**src/rtl/multicycle_ctrl.sv**
```systemverilog
// Multi-cycle ARM control unit: sequences the shared ALU/memory datapath
// through fetch, decode, execute, memory and writeback, owns the NZCV flag
// register and gates every architectural write with the condition check.
//
// Ports
//   CLK, RESETn         clock, asynchronous active-low reset
//   Instr[31:0]         IR contents (cond, op, funct, Rd fields used)
//   FlagW[1:0]          [1] update N,Z  [0] update C,V   (from Decoder)
//   NoWrite             suppress register writeback (CMP/CMN)
//   ALUFlags[3:0]       {N,Z,C,V} from the ALU, sampled on EXEC exit
//   MemReady            memory completes the current access this cycle
//   IRWrite, PCWrite, RegWrite, MemWrite, MemReq   write enables / handshake
//   AdrSrc, ALUSrcA, ALUSrcB[1:0], ALUOp[1:0], ResultSrc[1:0]  datapath muxes
//   Flags[3:0]          registered NZCV
//   Undef               one-cycle pulse when op=11 is decoded
module multicycle_ctrl #(
  parameter logic [3:0] PC_REG = 4'd15
) (
  input  logic        CLK,
  input  logic        RESETn,
  input  logic [31:0] Instr,
  input  logic [1:0]  FlagW,
  input  logic        NoWrite,
  input  logic [3:0]  ALUFlags,
  input  logic        MemReady,
  output logic        IRWrite,
  output logic        AdrSrc,
  output logic        ALUSrcA,
  output logic [1:0]  ALUSrcB,
  output logic [1:0]  ALUOp,
  output logic [1:0]  ResultSrc,
  output logic        PCWrite,
  output logic        RegWrite,
  output logic        MemWrite,
  output logic        MemReq,
  output logic [3:0]  Flags,
  output logic        Undef
);

  typedef enum logic [3:0] {
    FETCH  = 4'd0,
    DECODE = 4'd1,
    MEMADR = 4'd2,
    MEMRD  = 4'd3,
    MEMWB  = 4'd4,
    MEMWR  = 4'd5,
    EXECR  = 4'd6,
    EXECI  = 4'd7,
    ALUWB  = 4'd8,
    BRANCH = 4'd9
  } state_t;

  state_t     state;
  state_t     state_next;
  logic [3:0] flags_q;
  logic       cond_ex;
  logic       rd_is_pc;
  logic [1:0] op;
  logic       unused_instr_bits;

  assign op       = Instr[27:26];
  assign rd_is_pc = (Instr[15:12] == PC_REG);
  assign Flags    = flags_q;

  // Instruction fields this unit does not look at.
  assign unused_instr_bits = ^{Instr[24], Instr[22:21], Instr[19:16], Instr[11:0]};

  // Condition evaluation against the registered flags.
  always_comb begin : cond_eval
    logic n, z, c, v;
    {n, z, c, v} = flags_q;
    cond_ex = 1'b1;
    case (Instr[31:28])
      4'b0000: cond_ex = z;
      4'b0001: cond_ex = ~z;
      4'b0010: cond_ex = c;
      4'b0011: cond_ex = ~c;
      4'b0100: cond_ex = n;
      4'b0101: cond_ex = ~n;
      4'b0110: cond_ex = v;
      4'b0111: cond_ex = ~v;
      4'b1000: cond_ex = c & ~z;
      4'b1001: cond_ex = ~c | z;
      4'b1010: cond_ex = (n == v);
      4'b1011: cond_ex = (n != v);
      4'b1100: cond_ex = ~z & (n == v);
      4'b1101: cond_ex = z | (n != v);
      default: cond_ex = 1'b1;
    endcase
  end

  // State register.
  always_ff @(posedge CLK or negedge RESETn) begin
    if (!RESETn) state <= FETCH;
    else         state <= state_next;
  end

  // Flag register: loads on EXEC exit when the instruction executes.
  always_ff @(posedge CLK or negedge RESETn) begin
    if (!RESETn) begin
      flags_q <= 4'b0000;
    end else if (((state == EXECR) || (state == EXECI)) && cond_ex) begin
      if (FlagW[1]) flags_q[3:2] <= ALUFlags[3:2];
      if (FlagW[0]) flags_q[1:0] <= ALUFlags[1:0];
    end
  end

  // Next-state logic.
  always_comb begin
    state_next = state;
    case (state)
      FETCH:  if (MemReady) state_next = DECODE;
      DECODE: begin
        case (op)
          2'b00:   state_next = Instr[25] ? EXECI : EXECR;
          2'b01:   state_next = MEMADR;
          2'b10:   state_next = BRANCH;
          default: state_next = FETCH;
        endcase
      end
      MEMADR: state_next = Instr[20] ? MEMRD : MEMWR;
      MEMRD:  if (MemReady) state_next = MEMWB;
      MEMWB:  state_next = FETCH;
      // A failed condition skips the store without touching memory.
      MEMWR:  if (!cond_ex || MemReady) state_next = FETCH;
      EXECR:  state_next = ALUWB;
      EXECI:  state_next = ALUWB;
      ALUWB:  state_next = FETCH;
      BRANCH: state_next = FETCH;
      default: state_next = FETCH;
    endcase
  end

  // Moore outputs per state, plus CondEx/MemReady gating of the strobes.
  always_comb begin
    logic reg_wr;
    IRWrite   = 1'b0;
    AdrSrc    = 1'b0;
    ALUSrcA   = 1'b0;
    ALUSrcB   = 2'b00;
    ALUOp     = 2'b00;
    ResultSrc = 2'b00;
    PCWrite   = 1'b0;
    RegWrite  = 1'b0;
    MemWrite  = 1'b0;
    MemReq    = 1'b0;
    Undef     = 1'b0;
    reg_wr    = 1'b0;
    case (state)
      FETCH: begin
        MemReq    = 1'b1;
        ALUSrcA   = 1'b1;
        ALUSrcB   = 2'b10;
        ResultSrc = 2'b10;
        IRWrite   = MemReady;
        PCWrite   = MemReady;
      end
      DECODE: begin
        ALUSrcA = 1'b1;
        ALUSrcB = 2'b10;
        Undef   = (op == 2'b11);
      end
      MEMADR: begin
        ALUSrcB = 2'b01;
        ALUOp   = Instr[23] ? 2'b00 : 2'b01;
      end
      MEMRD: begin
        MemReq = 1'b1;
        AdrSrc = 1'b1;
      end
      MEMWB: begin
        ResultSrc = 2'b01;
        RegWrite  = cond_ex;
        PCWrite   = cond_ex & rd_is_pc;
      end
      MEMWR: begin
        AdrSrc   = 1'b1;
        MemReq   = cond_ex;
        MemWrite = cond_ex;
      end
      EXECR: begin
        ALUOp = 2'b11;
      end
      EXECI: begin
        ALUSrcB = 2'b01;
        ALUOp   = 2'b11;
      end
      ALUWB: begin
        reg_wr   = cond_ex & ~NoWrite;
        RegWrite = reg_wr;
        PCWrite  = reg_wr & rd_is_pc;
      end
      BRANCH: begin
        ALUSrcB   = 2'b01;
        ResultSrc = 2'b10;
        PCWrite   = cond_ex;
      end
      default: ;
    endcase
    // No write or access may escape while reset is held.
    if (!RESETn) begin
      IRWrite  = 1'b0;
      PCWrite  = 1'b0;
      RegWrite = 1'b0;
      MemWrite = 1'b0;
      MemReq   = 1'b0;
    end
  end

endmodule

```
**config.mk**
```make
export PLATFORM = sky130hd
export DESIGN_NAME = multicycle_ctrl
export DESIGN_NICKNAME = d
export VERILOG_FILES = /design/src/rtl/multicycle_ctrl.sv
export SDC_FILE = /design/constraint.sdc
export NUM_CORES = 1
export LEC_CHECK = 0
export CAP_MARGIN = 20
export CORE_UTILIZATION = 31
export CTS_CLUSTER_DIAMETER = 60
export DETAILED_ROUTE_END_ITERATION = 10
export PLACE_DENSITY = 0.77
export SYNTH_ARGS = -nofsm -noshare
export SYNTH_HDL_FRONTEND = slang
export SYNTH_SLANG_ARGS = --single-unit
```
**constraint.sdc**
```tcl
create_clock -name CLK -period 2.2 [get_ports CLK]
set_clock_uncertainty 0.05 [all_clocks]
set_input_delay 0.44 -clock CLK [delete_from_list [all_inputs] [get_ports CLK]]
set_output_delay 0.44 -clock CLK [all_outputs]
set_load 0.02 [all_outputs]
```
==> results of run 1 <==
repair_timing:
action,in CTS,in global routing
endpoints found under the setup margin,19,14
resized for setup,42,8
pin swaps,7,9
buffers inserted,2,2
cloned,0,0
final timing paths:
path                                       from                    to  slack [ns]
setup reg to reg           Flags[0]$_DFFE_PN0P_  Flags[1]$_DFFE_PN0P_       -0.23
setup / recovery           Flags[0]$_DFFE_PN0P_              RegWrite       -0.37
hold / removal                           RESETn  state[3]$_DFFE_PN0P_        0.46
max in group asynchronous                RESETn  Flags[0]$_DFFE_PN0P_        1.48
hold reg to reg            Flags[1]$_DFFE_PN0P_  Flags[1]$_DFFE_PN0P_        0.49
min in group CLK           Flags[1]$_DFFE_PN0P_  Flags[1]$_DFFE_PN0P_        0.49
layout make-up:
cell class / count / area [µm²] / area share, %
clock buffers: 4 / 26.3 / 1.71
well taps: 30 / 37.5 / 2.44
multi-input cells: 83 / 641 / 41.6
inverters: 2 / 7.51 / 0.488
repair buffers: 72 / 624 / 40.6
flip-flops and latches: 8 / 203 / 13.2
through the flow:
stage / util, % / TNS [ns]
2_1_floorplan: - / -0.216
4_1_cts: 60.9 / -1.92
3_3_place_gp: 58.8 / -7.34
6_report: 62.1 / -2.34
5_1_grt: 62.1 / -2.75
3_5_place_dp: 58.8 / -7.78
sequential cells by signal (all words and copies together), names as in the netlist:
signal and flops:
state 4, Flags 4
power by group:
| group | switching (mW) | leakage [nW] | internal (mW) |
|---|---|---|---|
| Clock | 0.0585 | 0.0150 | 0.0700 |
| Sequential | 0.0696 | 0.102 | 0.210 |
| Combinational | 0.672 | 0.608 | 0.640 |
metal layers:
metal,GRT usage [%],wire (µm),part of all wire [%],vias to the layer above
met3,2.87,142,5.1,9
met5,0,0,0,-
met1,20.5,1070,39,490
met2,37.3,1460,53,34
met4,14.0,99,3.6,0
li1,-,-,-,507
synthesized netlist by cell type (all sizes together):
cell	count	area [µm²]
nor3b	4	30.0
a32oi	1	8.76
nand3	4	20.0
a31oi	1	6.26
and2	1	7.51
nand2b	5	31.3
o31ai	1	7.51
inv	2	7.51
and3	2	13.8
xor2	4	35.0
o21ai	5	25.0
or4	1	7.51
o41ai	2	17.5
nand3b	2	15.0
o211a	1	10.0
and4	1	8.76
dfrtp	8	200
nor3	4	20.0
o21bai	1	7.51
nand4	1	6.26
and3b	1	8.76
o21a	1	7.51
a22oi	1	7.51
o311ai	1	8.76
clkbuf	5	28.8
xnor3	1	22.5
o32ai	1	8.76
o211ai	3	22.5
nor2b	2	12.5
a311oi	1	15.0
buf	1	7.51
a21oi	4	20.0
mux2	4	45.0
nor2	10	37.5
nand2	7	28.8
and2b	2	17.5
mux2i	3	30.0
worst reg2reg max path, delay by kind of cell, from the launching register on:
family,cells,cell delay (ns)
flip-flops,1,0.40
XOR/XNOR,1,0.19
AO/OA/AOI/OAI,2,0.52
AND/OR/NAND/NOR,1,0.44
multiplexers,1,0.36
buffers and inverters,3,0.36
logic make-up (layout without fill, tap and decap cells):
logic type	Yosys count	in the layout	synth area share (%)
muxes	7	7	9.22
AOI/OAI and AO/OA	24	24	21.2
and+or+nand+nor	47	47	32.6
DFF	8	8	24.6
buffers and inverters	8	78	5.38
xor gates and xnor gates	5	5	7.07
==> impl_metrics.yaml, run 1 <==
floorplan:
  num_rows: 18
  start_util_pct: 32.9
  ioPinCount: 60
  die_width_um: 53.3
  fp.dieH_um: 53.3
  die_area_um2: 2840
  coreArea_um2: 2480
final_layout:
  fillers: 240
  diodes: 0
  fin_nets: 212
  final_common_cell: "buf_4"
  mostFrequentLayoutCells: "buf_4 (33), clkdlybuf4s50_1 (23), nor2_1 (8), dlygate4sd2_1 (8)"
  final_area_um2: 1540
  fin_cells: 199
  drive_gt1_share_pct: 34.9
  syn_to_final_growth_pct: 88.9
sta:
  clock.fmax_mhz: 389
  slew_violations: 0
  tightest_slew_ns: 0.367
  setup_slack_ns: -0.373
  fin_crit_ns: 2.57
  timing.slew.headroom_pct: 75.5
  finalSetupViolations: 8
  finalHoldViolCount: 0
  fin_hold_ws_ns: 0.462
  rsz0062_at_grt: "true"
  fin_crit_sh_pct: 117
critical_path:
  cp_slowest_cell: "or4_4"
  crit_fanout: 5
  cp.arrival_ns: 2.08
  path_buf_inv: 1
  reg2regPathDepth: 8
  worstPathRequired_ns: 1.71
  crit_type: "reg -> out"
  cp.depth: 6
  max_stage_delay_ns: 0.44
  end_kind: "output pin"
  startpoint_type: "flop"
  critPathTopFamily: "simple AND/OR/NAND/NOR gates"
  path_cells: "xor2_1 > or4_4 > a311oi_4 > nor2_4 > nor3b_4 > buf_6"
clock_network:
  hold_buffers: 0
  clkSinkCount: 8
  cts_buffers: 3
  cts_buffer_depth: 2
  cts-root-buf: "clkbuf_4"
  cts_tree: "done"
  clk_latency_ns: 0.27
  cts.htree.levels: 1
  path_clk_slew_ns: 0.06
routing:
  routed_wl_um: 2770
  ant_nets: 0
  vias: 1040
  vias_per_cell: 5.23
  dr.pass1.iters: 4
  drt_iter0_markers: 18
  drc: 0
  detail_route.wl_per_cell_um: 13.9
yosys:
  postSynthCellCount: 99
  ys_seq_elements: 8
  syn-num-nets: 141
  syn_avg_cell_area_um2: 8.23
  synthesis.area_um2: 815
  synth-seq-area-share_pct: 24.6
  yosysUniqueCellTypes: 40
  yosys_warnings: 0
job:
  maxCapViolCount: 0
hold_path:
  hold_class: "in -> async"
grt:
  grt_usage_pct: 20.2
  grt_antenna_before_repair: 0
  grt-ovfl-total: 0
  grt_pass1_vias: 1023
  grt_max_degree: 17
  grt_pass1_wl_um: 4130
power:
  leakage_nw: 0.725
  finalPower_mw: 1.72
  ir_worst_vdd_mv: 0.901
  power_density_nw_per_um2: 1120
run_status:
  status: "finished with violations"
  violations: "setup timing"
place:
  port_buffers: 40
  dp_cells: 191
  gp_congestion: 0.921
  place_area_um2: 1460
  dp_slack_ns: -1.09
  post-dp-hpwl_um: 2070
(Power assumes the default switching activity.)
==> run 2: changes to the inputs <==
--- a/config.mk
+++ b/config.mk
@@ -6,10 +6,10 @@
 export NUM_CORES = 1
 export LEC_CHECK = 0
 export CAP_MARGIN = 20
-export CORE_UTILIZATION = 31
+export CORE_UTILIZATION = 36
 export CTS_CLUSTER_DIAMETER = 60
 export DETAILED_ROUTE_END_ITERATION = 10
-export PLACE_DENSITY = 0.77
+export PLACE_DENSITY = 0.9
 export SYNTH_ARGS = -nofsm -noshare
 export SYNTH_HDL_FRONTEND = slang
 export SYNTH_SLANG_ARGS = --single-unit
==> constraint.sdc (replaced) <==
create_clock -name CLK -period 3.2 [get_ports CLK]
set_clock_uncertainty 0.05 [all_clocks]
set_input_delay 0.64 -clock CLK [delete_from_list [all_inputs] [get_ports CLK]]
set_output_delay 0.64 -clock CLK [all_outputs]
set_load 0.02 [all_outputs]
==> impl_metrics.yaml, run 2 (synthesized netlist as in run 1, its figures left out) <==
run_status:
  status: "finished, final reports clean"
critical_path:
  path_buf_inv: 2
  cp.depth: 6
  reg2regPathDepth: 7
  crit_type: "in -> out"
  startpoint_type: "primary input"
  path_cells: "clkdlybuf4s50_1 > or4_4 > a311oi_4 > nor2_4 > nor3b_2 > buf_4"
  max_stage_delay_ns: 0.56
  end_kind: "output pin"
  cp_slowest_cell: "or4_4"
  cp.arrival_ns: 2.43
  worstPathRequired_ns: 2.51
  crit_fanout: 5
  critPathTopFamily: "simple AND/OR/NAND/NOR gates"
place:
  port_buffers: 40
  post-dp-hpwl_um: 1870
  dp_slack_ns: -0.521
  place_area_um2: 1290
  gp_congestion: 0.861
sta:
  finalHoldViolCount: 0
  fin_crit_ns: 3.12
  setup_slack_ns: 0.0810
  fin_crit_sh_pct: 97.5
  tightest_slew_ns: 0.447
  clock.fmax_mhz: 321
  finalSetupViolations: 0
  fin_hold_ws_ns: 0.551
  rsz0062_at_grt: "false"
  timing.slew.headroom_pct: 70.2
  slew_violations: 0
clock_network:
  cts.htree.levels: 1
  cts_buffers: 3
  cts_tree: "done"
  cts-root-buf: "clkbuf_4"
  clk_latency_ns: 0.26
  path_clk_slew_ns: 0.05
  cts_buffer_depth: 2
  clkSinkCount: 8
final_layout:
  final_common_cell: "clkdlybuf4s50_1"
  diodes: 0
  seqCellArea_um2: 200
  mostFrequentLayoutCells: "clkdlybuf4s50_1 (34), buf_4 (15), nor2_1 (9), dfrtp_1 (8), nand2_1 (6)"
  fillers: 180
  final_area_um2: 1350
  drive_gt1_share_pct: 19.6
  syn_to_final_growth_pct: 66.1
  fin_nets: 192
  multi_input_area_um2: 606
power:
  power_density_nw_per_um2: 768
  leakage_nw: 0.590
  ir_worst_vdd_mv: 0.706
floorplan:
  coreArea_um2: 2040
  die_width_um: 49.6
  num_rows: 16
  die_area_um2: 2460
  start_util_pct: 39.9
  fp.dieH_um: 49.6
  ioPinCount: 60
routing:
  vias: 976
  drt_iter0_markers: 18
  met2_length_um: 1320
  detail_route.wl_per_cell_um: 14.0
  wl_met3_um: 153
  top_layer: "met4"
  drc: 0
  vias_per_cell: 5.58
  wl_met1_um: 947
  routed_wl_um: 2450
  dr.pass1.iters: 4
  ant_nets: 0
job:
  maxCapViolCount: 0
grt:
  grt-ovfl-total: 0
  grt_max_degree: 17
  grt_usage_pct: 20.8
  grt_pass1_vias: 981
  grt_pass1_wl_um: 3990
  grt_antenna_before_repair: 0
hold_path:
  hold_class: "reg -> reg"
  hold_depth: 1
[run 2: final timing paths]
path	from	endpoint	slack [ns]
setup / recovery	Instr[28]	RegWrite	0.08
hold / removal	Flags[1]$_DFFE_PN0P_	Flags[1]$_DFFE_PN0P_	0.55
setup reg to reg	Flags[0]$_DFFE_PN0P_	Flags[1]$_DFFE_PN0P_	0.89
hold reg to reg	Flags[1]$_DFFE_PN0P_	Flags[1]$_DFFE_PN0P_	0.55
max in group asynchronous	RESETn	state[2]$_DFFE_PN0P_	2.26
min in group asynchronous	RESETn	state[0]$_DFFE_PN0P_	0.70
[run 2: area by class of cell]
type / count / area share (%)
Multi-Input combinational cell: 83 / 44.8
Timing Repair Buffer: 52 / 35.7
Sequential cell: 8 / 14.8
Tap cell: 27 / 2.50
Clock buffer: 3 / 1.67
Inverter: 2 / 0.555
[run 2: per-stage QoR]
stage                     power (mW)  std cells  TNS [ns]  utilization (%)
after floorplan                0.639         99         0                -
after global placement         0.910        170     -1.77             63.1
after detailed placement       0.933        170     -1.88             63.1
after CTS                       1.02        174   -0.0106             63.8
after global routing            1.11        175         0             66.2
final                           1.04        175         0             66.2
[run 2: timing repair]
action                                  in CTS  in global routing
pin swaps                                    3                  3
resized for setup                           20                 10
buffers inserted                             1                  1
hold buffers                                 0                  0
endpoints found under the setup margin       4                  4
[run 2: power breakdown]
group          internal [mW]  total [mW]  switching (mW)  leakage, nW
clock network         0.0429      0.0773          0.0344       0.0138
registers              0.142       0.234          0.0926        0.105
logic                  0.362       0.727           0.364        0.472
total                  0.547        1.04           0.491        0.590
[run 2: routing by layer]
metal	global-route usage [%]	vias up
met2	42.6	43
met1	21.1	463
met4	5.71	0
li1	-	466
met3	3.09	4
met5	0	-
==> run 3: changes to the inputs <==
--- a/config.mk
+++ b/config.mk
@@ -6,10 +6,10 @@
 export NUM_CORES = 1
 export LEC_CHECK = 0
 export CAP_MARGIN = 20
-export CORE_UTILIZATION = 36
+export CORE_UTILIZATION = 34
 export CTS_CLUSTER_DIAMETER = 60
 export DETAILED_ROUTE_END_ITERATION = 10
-export PLACE_DENSITY = 0.9
+export PLACE_DENSITY = 0.86
 export SYNTH_ARGS = -nofsm -noshare
 export SYNTH_HDL_FRONTEND = slang
 export SYNTH_SLANG_ARGS = --single-unit
==> constraint.sdc (replaced) <==
create_clock -name CLK -period 2.98 [get_ports CLK]
set_clock_uncertainty 0.05 [all_clocks]
set_input_delay 0.596 -clock CLK [delete_from_list [all_inputs] [get_ports CLK]]
set_output_delay 0.596 -clock CLK [all_outputs]
set_load 0.02 [all_outputs]
==> impl_metrics.yaml, run 3 (synthesized netlist as in run 1, its figures left out) <==
grt:
  grt_antenna_before_repair: 0
  grt_pass1_wl_um: 4200
  use_met2_pct: 41.4
  grt.met3_usage_pct: 4.17
  grt_pass1_vias: 1010
  grt_max_degree: 16
  grt-busiest-layer: "met2"
  grt_use_met1_pct: 21.8
  grt-ovfl-total: 0
  grt_usage_pct: 21.4
hold_path:
  hold_class: "reg -> reg"
  hold_depth: 1
  whs_endpoint: "Flags[1]$_DFFE_PN0P_"
  worstHoldStart: "Flags[1]$_DFFE_PN0P_"
routing:
  routed_wl_um: 2650
  vias: 986
  vias_per_cell: 5.57
  drc: 0
  detail_route.wl_per_cell_um: 15.0
  ant_nets: 0
  dr.pass1.iters: 4
  drt_iter0_markers: 22
sta:
  fin_crit_ns: 2.89
  finalSetupViolations: 0
  rsz0062_at_grt: "false"
  setup_tns_ns: 0
  setup_slack_ns: 0.0855
  fin_hold_ws_ns: 0.544
  slew_violations: 0
  timing.slew.headroom_pct: 69.8
  finalHoldViolCount: 0
  clock.fmax_mhz: 345
  tightest_slew_ns: 0.454
  fin_crit_sh_pct: 97.1
clock_network:
  cts_buffer_depth: 2
  clkSinkCount: 8
  clk_latency_ns: 0.25
  cts_tree: "done"
  cts-root-buf: "clkbuf_4"
  path_clk_slew_ns: 0.05
  hold_buffers: 0
  cts.htree.levels: 1
  cts_buffers: 3
final_layout:
  mostFrequentLayoutCells: "clkdlybuf4s50_1 (33), buf_4 (14), nor2_1 (9), dfrtp_1 (8), nand2_1 (6)"
  diodes: 0
  fin_util_pct: 60.3
  seqCellArea_um2: 200
  final_common_cell: "clkdlybuf4s50_1"
  syn_to_final_growth_pct: 65.4
  drive_gt1_share_pct: 20.1
  fin_nets: 193
  final_area_um2: 1350
  multi_input_area_um2: 606
  fillers: 214
critical_path:
  r2r_slack_ns: 0.73
  r2r_start: "Flags[3]$_DFFE_PN0P_"
  startpoint_type: "primary input"
  cp.arrival_ns: 2.25
  reg2regPathDepth: 7
  end_kind: "output pin"
  crit_fanout: 5
  worstPathRequired_ns: 2.33
  crit_type: "in -> out"
  rr_endpoint: "Flags[0]$_DFFE_PN0P_"
job:
  maxCapViolCount: 0
place:
  dp_slack_ns: -0.717
  port_buffers: 40
  place_area_um2: 1300
  post-dp-hpwl_um: 2000
  gp_congestion: 0.858
floorplan:
  fp.dieH_um: 50.9
  num_rows: 17
  coreArea_um2: 2230
  start_util_pct: 36.5
  die_width_um: 50.9
  ioPinCount: 60
  die_area_um2: 2600
run_status:
  status: "finished, final reports clean"
power:
  leakage_nw: 0.580
  ir_worst_vdd_mv: 0.681
  power_density_nw_per_um2: 841
==> run 3: cell count changes in the layout (fill, tap and decap cells not counted) <==
cell	change
dlymetal6s2s_1	-2
buf_2	+2
clkdlybuf4s50_1	-1
buf_4	-1
dlygate4sd2_1	+3
==> run 3: layout make-up <==
type | instances | area share, %
Multi-Input combinational cell | 83 | 44.9
Sequential cell | 8 | 14.9
Clock buffer | 3 | 1.67
Tap cell | 28 | 2.60
Timing Repair Buffer | 53 | 35.4
Inverter | 2 | 0.557
==> run 3: critical path: stages <==
cell	delay, ns
dlygate4sd2_1	0.27
or4_4	0.56
a311oi_4	0.39
nor2_4	0.08
nor3b_2	0.18
buf_4	0.17
==> run 3: worst max-delay path by stage <==
| stage | slack (ns) | endpoint | startpoint |
|---|---|---|---|
| after floorplan | 0.06 | RegWrite | Instr[28] |
| after global placement | -0.64 | RegWrite | Instr[30] |
| after detailed placement | -0.72 | RegWrite | Instr[31] |
| after CTS | 0.1 | RegWrite | Instr[28] |
| after global routing | 0.02 | RegWrite | Instr[30] |
| final | 0.09 | RegWrite | Instr[28] |
==> run 3: power by group <==
group | total (mW) | leakage [nW] | internal (mW) | switching (mW)
sequential | 0.250 | 0.105 | 0.152 | 0.0981
combinational | 0.803 | 0.462 | 0.393 | 0.410
clock | 0.0806 | 0.0138 | 0.0459 | 0.0346
==> run 3: what timing repair did <==
action,in CTS,in global routing
setup buffers,1,0
pin swaps,4,0
endpoints found under the setup margin,4,4
gates resized for setup,27,2
cloned,0,0
==> run 3: stage by stage <==
stage	instances	power [mW]
5_1_grt	177	1.21
3_3_place_gp	173	0.994
4_1_cts	177	1.12
3_5_place_dp	173	1.03
6_report	177	1.13
2_1_floorplan	99	0.687
==> run 3: routing by layer <==
layer / up-vias / share of wire [%]
met3: 4 / 6.3
met5: - / 0
met4: 0 / 1.3
li1: 471 / -
met2: 44 / 54
met1: 467 / 38
